## src/rtl/clock_phase_pkg.sv

```systemverilog
// Shared types and constants for the 4-phase clock phase selector.
// The optional PHASE_STEP_EN build uses step_toward() to walk one quadrant per switch.
package clock_phase_pkg;

    localparam int unsigned SETTLE_W = 8;

    typedef enum logic [1:0] {
        PH_0   = 2'd0,
        PH_90  = 2'd1,
        PH_180 = 2'd2,
        PH_270 = 2'd3
    } phase_t;

    typedef enum logic [2:0] {
        STARTUP  = 3'd0,
        IDLE     = 3'd1,
        GATE_OFF = 3'd2,
        SWITCH   = 3'd3,
        SETTLE   = 3'd4
    } ctrl_state_t;

    // One quadrant toward tgt along the shortest path; a 180deg delta goes up.
    function automatic logic [1:0] step_toward(input logic [1:0] cur, input logic [1:0] tgt);
        logic [1:0] delta;
        delta = tgt - cur;
        return (delta == 2'd3) ? cur - 2'd1 : cur + 2'd1;
    endfunction

endpackage

```

## src/rtl/phase_settle_timer.sv

```systemverilog
// Load/count-down settle counter with a zero flag. Shared by the STARTUP,
// GATE_OFF and SETTLE windows; it parks at zero when not in use.
module phase_settle_timer
    import clock_phase_pkg::*;
#(
    parameter int unsigned RESET_VAL = 3
) (
    input  logic                clk,
    input  logic                rst,
    input  logic                load,
    input  logic [SETTLE_W-1:0] load_val,
    output logic                cnt_zero
);

    logic [SETTLE_W-1:0] cnt_q;

    // Reset preloads the startup window; otherwise load or count down to zero.
    always_ff @(posedge clk or posedge rst) begin
        if (rst) begin
            cnt_q <= SETTLE_W'(RESET_VAL);
        end else if (load) begin
            cnt_q <= load_val;
        end else if (cnt_q != '0) begin
            cnt_q <= cnt_q - SETTLE_W'(1);
        end
    end

    assign cnt_zero = (cnt_q == '0);

endmodule

```

## src/rtl/clock_phase_select_ctrl.sv

```systemverilog
// Glitch-safe sequencer for the 4-phase clock mux: gate off, settle, switch,
// settle, gate on. Optional macro PHASE_STEP_EN walks the select one quadrant
// per switch instead of jumping straight to the target.
module clock_phase_select_ctrl
    import clock_phase_pkg::*;
#(
    parameter int unsigned SETTLE_CYCLES = 4
) (
    input  logic       clk,
    input  logic       rst,
    input  logic       req_valid,
    input  logic [1:0] req_phase,
    output logic       req_ready,
    output logic [1:0] phase_sel,
    output logic       gate_en,
    output logic       busy,
    output logic       done
);

    if (SETTLE_CYCLES < 1 || SETTLE_CYCLES > 255) begin : g_bad_settle
        $error("SETTLE_CYCLES must be in 1..255");
    end

    localparam logic [SETTLE_W-1:0] SettleLoad = SETTLE_W'(SETTLE_CYCLES - 1);

    ctrl_state_t state_q, state_d;
    logic [1:0]  phase_sel_q, phase_sel_d;
    logic [1:0]  target_q, target_d;
    logic        gate_en_q, gate_en_d;
    logic        done_q, done_d;
    logic        same_q, same_d;     // accepted request already matched; done follows next edge
    logic        tmr_load;
    logic        cnt_zero;
    logic [1:0]  next_phase;

    phase_settle_timer #(
        .RESET_VAL (SETTLE_CYCLES - 1)
    ) u_timer (
        .clk      (clk),
        .rst      (rst),
        .load     (tmr_load),
        .load_val (SettleLoad),
        .cnt_zero (cnt_zero)
    );

`ifdef PHASE_STEP_EN
    assign next_phase = step_toward(phase_sel_q, target_q);
`else
    assign next_phase = target_q;
`endif

    // State and output registers; reset drops any in-flight request.
    always_ff @(posedge clk or posedge rst) begin
        if (rst) begin
            state_q     <= STARTUP;
            phase_sel_q <= 2'd0;
            target_q    <= 2'd0;
            gate_en_q   <= 1'b0;
            done_q      <= 1'b0;
            same_q      <= 1'b0;
        end else begin
            state_q     <= state_d;
            phase_sel_q <= phase_sel_d;
            target_q    <= target_d;
            gate_en_q   <= gate_en_d;
            done_q      <= done_d;
            same_q      <= same_d;
        end
    end

    // Next-state and registered-output decode.
    always_comb begin
        state_d     = state_q;
        phase_sel_d = phase_sel_q;
        target_d    = target_q;
        gate_en_d   = gate_en_q;
        done_d      = same_q;
        same_d      = 1'b0;
        tmr_load    = 1'b0;
        case (state_q)
            STARTUP: begin
                if (cnt_zero) begin
                    gate_en_d = 1'b1;
                    state_d   = IDLE;
                end
            end
            IDLE: begin
                if (req_valid) begin
                    target_d = req_phase;
                    if (req_phase == phase_sel_q) begin
                        same_d = 1'b1;
                    end else begin
                        gate_en_d = 1'b0;
                        tmr_load  = 1'b1;
                        state_d   = GATE_OFF;
                    end
                end
            end
            GATE_OFF: begin
                if (cnt_zero) begin
                    state_d = SWITCH;
                end
            end
            SWITCH: begin
                phase_sel_d = next_phase;
                tmr_load    = 1'b1;
                state_d     = SETTLE;
            end
            SETTLE: begin
                if (cnt_zero) begin
                    if (phase_sel_q == target_q) begin
                        gate_en_d = 1'b1;
                        done_d    = 1'b1;
                        state_d   = IDLE;
                    end else begin
                        state_d = SWITCH;
                    end
                end
            end
            default: begin
                state_d = STARTUP;
            end
        endcase
    end

    assign req_ready = (state_q == IDLE);
    assign busy      = (state_q != IDLE);
    assign phase_sel = phase_sel_q;
    assign gate_en   = gate_en_q;
    assign done      = done_q;

endmodule

```

## config.mk

```make
export PLATFORM = sky130hd
export DESIGN_NAME = clock_phase_select_ctrl
export DESIGN_NICKNAME = d
export VERILOG_FILES = /design/src/rtl/clock_phase_pkg.sv /design/src/rtl/phase_settle_timer.sv /design/src/rtl/clock_phase_select_ctrl.sv
export SDC_FILE = /design/constraint.sdc
export NUM_CORES = 1
export LEC_CHECK = 0
export CORE_MARGIN = 10
export CORE_UTILIZATION = 49
export CTS_CLUSTER_DIAMETER = 80
export DETAILED_ROUTE_END_ITERATION = 16
export HOLD_SLACK_MARGIN = 0.08
export PLACE_DENSITY = 0.8
export SLEW_MARGIN = 20
export SYNTH_ARGS = -nofsm -noshare
export SYNTH_HDL_FRONTEND = slang
export SYNTH_HIERARCHICAL = 1
export SYNTH_SLANG_ARGS = --single-unit
```

## constraint.sdc

```tcl
create_clock -name clk -period 1.82 [get_ports clk]
set_clock_uncertainty 0.05 [all_clocks]
set_input_delay 0.364 -clock clk [delete_from_list [all_inputs] [get_ports clk]]
set_output_delay 0.364 -clock clk [all_outputs]
set_load 0.005 [all_outputs]
```

==> results.rst <==
.. list-table::
   :header-rows: 1

   * - Metric
     - Value
   * - Result of the run
     - finished clean
   * - Static Leakage
     - 0.6865 nW
   * - CTS HTree Levels
     - 1
   * - TritonCTS Buffers
     - 3
   * - Most frequent cell after synthesis
     - sky130_fd_sc_hd__dfrtp_1
   * - Top cells by count, synth
     - sky130_fd_sc_hd__dfrtp_1 (16), sky130_fd_sc_hd__inv_1 (7), sky130_fd_sc_hd__nand2_1 (7), sky130_fd_sc_hd__nor2_1 (6), sky130_fd_sc_hd__nor3_1 (6)
   * - Sequential standard cell area
     - 454.2 sq um
   * - Ant diodes
     - 0
   * - Cell at the root of the clock tree
     - sky130_fd_sc_hd__clkbuf_4
   * - MaxCap Viol Count
     - 0
   * - Overall Global Routing Usage
     - 10.80%
   * - Final Max Slew Viols
     - 0
   * - Type of the setup path with the least slack
     - register to register
   * - Placed wire-length estimate after detailed placement
     - 1631 um
   * - Number of antenna violations at the first check in global routing
     - 0
   * - Count of nets left with antenna violations after detail routing
     - 0
   * - Sinks on Clock Net
     - 18
   * - Number of distinct standard cells referenced by the synthesized netlist
     - 45
   * - Max stage delay on crit path
     - 0.40 ns
   * - Minimum period implied by the final worst setup slack
     - 1.782 ns
   * - Area growth syn-to-layout
     - 37.72%
   * - Total power
     - 1.788 mW
   * - Count of port buffers added during placement
     - 10
   * - Combined area of the multi-input logic cells
     - 558.0 sq um
   * - Summed instance area of the synthesized netlist
     - 998.5 sq um
   * - Starting Density
     - 51.42%
   * - Global-route congestion overflow total
     - 0
   * - Register clock-pin slew on the reported worst setup and hold paths
     - 0.11 ns
   * - Row Count
     - 16
   * - Worst-case setup margin in the final layout
     - 0.03828 ns
   * - CP arrival
     - 1.96 ns
   * - Area share of the largest cell type after synthesis
     - 40.10%
   * - Maximum clock insertion buffer count
     - 2
   * - Worst IR Drop VDD
     - 0.8955 mV
   * - Fraction of final layout cells sized beyond drive strength 1
     - 32.35%
   * - Measured slew at the worst slew-check pin
     - 0.5088 ns
   * - Die Y
     - 65.14 um
   * - Worst reg2reg startpoint
     - u_timer/cnt_q[0]
   * - Cells traversed along the worst timing path
     - inv_1 > ha_1 > buf_4 > nor4b_1 > buf_4 > a21oi_1 > o31ai_1
   * - Number of global-route vias before repair
     - 869
   * - Critical path required time
     - 2.00 ns
   * - Highest clock rate
     - 561.3 MHz
   * - Cell type contributing the most total cell area after synthesis
     - sky130_fd_sc_hd__dfrtp_1
   * - Total die area
     - 4243 sq um
   * - Std-Cell Core Area
     - 1942 sq um
   * - Setup slack at placement
     - -0.3394 ns
   * - Largest fanout on the critical path
     - 4
   * - Routability congestion estimate
     - 0.8548
   * - Crit Reg-Reg Endpoint
     - u_timer/cnt_q[0]
   * - First-pass GRT wire length
     - 3650 um
   * - Critical Path Source Type
     - register
   * - Net total in the final layout
     - 143
   * - Vias after detailed routing
     - 873
   * - HP Class
     - input pin to asynchronous set/reset pin
   * - Pin count of the biggest net entering global routing
     - 11
   * - Yosys Warn Count
     - 6
   * - Cells after Synth
     - 99
   * - Setup crit end kind
     - register
   * - Smallest hold slack
     - 0.2829 ns
   * - Minimum setup slack among reg-to-reg paths
     - 0.04 ns
   * - Routed wire per std cell
     - 14.45 um
   * - Clock tree from TritonCTS
     - yes
   * - Post-synth EDFFs
     - 0
   * - Horizontal die dimension
     - 65.14 um
   * - Sequential element share of the synthesized area
     - 45.36%
   * - Top FF cell, synth
     - sky130_fd_sc_hd__dfrtp_1
   * - P per Cell Area
     - 1301 nW/um^2
   * - Hold violation total from the final report
     - 0
   * - Total length of routed wires
     - 2355 um
   * - FFs w/ async S/R, synth
     - 100.0%
   * - Top post-synthesis cells by area
     - sky130_fd_sc_hd__dfrtp_1 (40%), sky130_fd_sc_hd__dfstp_2 (5.3%), sky130_fd_sc_hd__xor2_1 (3.5%), sky130_fd_sc_hd__nor3_1 (3.0%), sky130_fd_sc_hd__mux2_4 (3.0%)
   * - Detailed-route DRC error count
     - 0
   * - Crit share post-route
     - 97.90%
   * - Final setup violation count
     - 0
   * - Cell type with the highest occurrence count on the critical path
     - sky130_fd_sc_hd__buf_4
   * - Area of all placed cells without fillers
     - 1375 sq um
   * - # fillers
     - 157
   * - Starting DRC count in detailed routing
     - 21
   * - End-of-flow core utilization
     - 70.81%
   * - Drt first pass iters
     - 4
   * - Worst-skew pair later-pin latency
     - 0.31 ns
   * - Worst slew slack as a fraction of its limit
     - 65.82%
   * - Register bit count reported by yosys
     - 18
   * - Number of cell instances on the worst register-to-register path
     - 7
   * - Dpl cell area
     - 1250 sq um
   * - Average cell area after synthesis
     - 10.09 sq um
   * - Cell at the slowest stage of the critical path
     - sky130_fd_sc_hd__dfstp_2
   * - Mean number of vias per cell
     - 5.356
   * - IO Pins
     - 11
[repair_timing]
item,in CTS,in global routing
setup buffers,3,3
resized for setup,6,7
setup endpoints to repair,5,8
hold buffers,0,0
pin swaps,2,3
[worst max path at each step]
stage	startpoint	endpoint	slack [ns]	cells after the start
CTS	u_timer/cnt_q[0]	u_timer/cnt_q[5]	0.003	6
finish	u_timer/cnt_q[0]	u_timer/cnt_q[0]	0.04	7
detailed placement	req_phase[0]	u_timer/cnt_q[7]	-0.34	7
global route	u_timer/cnt_q[0]	u_timer/cnt_q[0]	-0.09	7
global placement	req_phase[0]	u_timer/cnt_q[7]	-0.31	7
floorplan	phase_sel[0]	u_timer/cnt_q[6]	0.01	7
[registers in the layout, indices dropped and copies added (netlist names)]
register       count
gate_en            1
phase_sel          2
done               1
u_timer/cnt_q      8
next_phase         2
state_q            3
same_q             1
[worst max-delay path: cells and delay by family, from the launching register on]
family	cells	cell delay [ns]
compound gates	2	0.30
fa+ha+maj	1	0.18
buf+inv	3	0.42
flops	1	0.40
simple gates	1	0.36
[per-stage QoR]
stage,cells,TNS (ns)
after detailed placement,153,-2.110
after global placement,153,-1.719
after floorplan,105,0
after CTS,160,0
after global routing,163,-0.1456
final,163,0
[where the power goes]
part | leakage [nW] | switching (mW) | internal (mW)
Sequential | 0.230 | 0.139 | 0.556
Combinational | 0.435 | 0.414 | 0.424
Clock | 0.0210 | 0.133 | 0.122
Total | 0.686 | 0.686 | 1.10
[cell type report]
class	count	area share, %
repair buffers	31	19.11
flip-flops and latches	18	33.03
multi-input cells	75	40.58
clock buffers	4	2.639
well taps	27	2.457
inverters	8	2.184
[layer usage]
metal,vias to the layer above,routed length (um),track usage [%]
li1,424,-,-
met1,425,1068,11.73
met2,22,1141,17.98
met3,2,127,4.746
met4,0,17,4.545
met5,-,0,0
[cell families (layout without fill, tap and decap cells)]
kind of cell	Yosys count	after routing	synth area share (%)
flip-flops	18	18	45.36
other	2	8	0.7522
multiplexers	4	4	5.263
XOR/XNOR	6	6	5.263
adder cells (fa/ha/maj)	1	1	1.253
AO/OA/AOI/OAI	25	25	19.17
buffers and inverters	12	43	4.761
AND/OR/NAND/NOR	31	31	18.17
[cell usage in the layout, fill, tap and decap left out, drive strengths merged, types with 3 or more instances in the layout]
master and n:
inv 8, nand2 7, xor2 4, dfrtp 16
nor3 6, o21ai 4, conb 8, dlymetal6s2s 3
clkbuf 4, nor2 7, clkdlybuf4s50 5, mux2 4
o31ai 3, buf 21
Note: power is estimated with default switching activity, not from simulation.
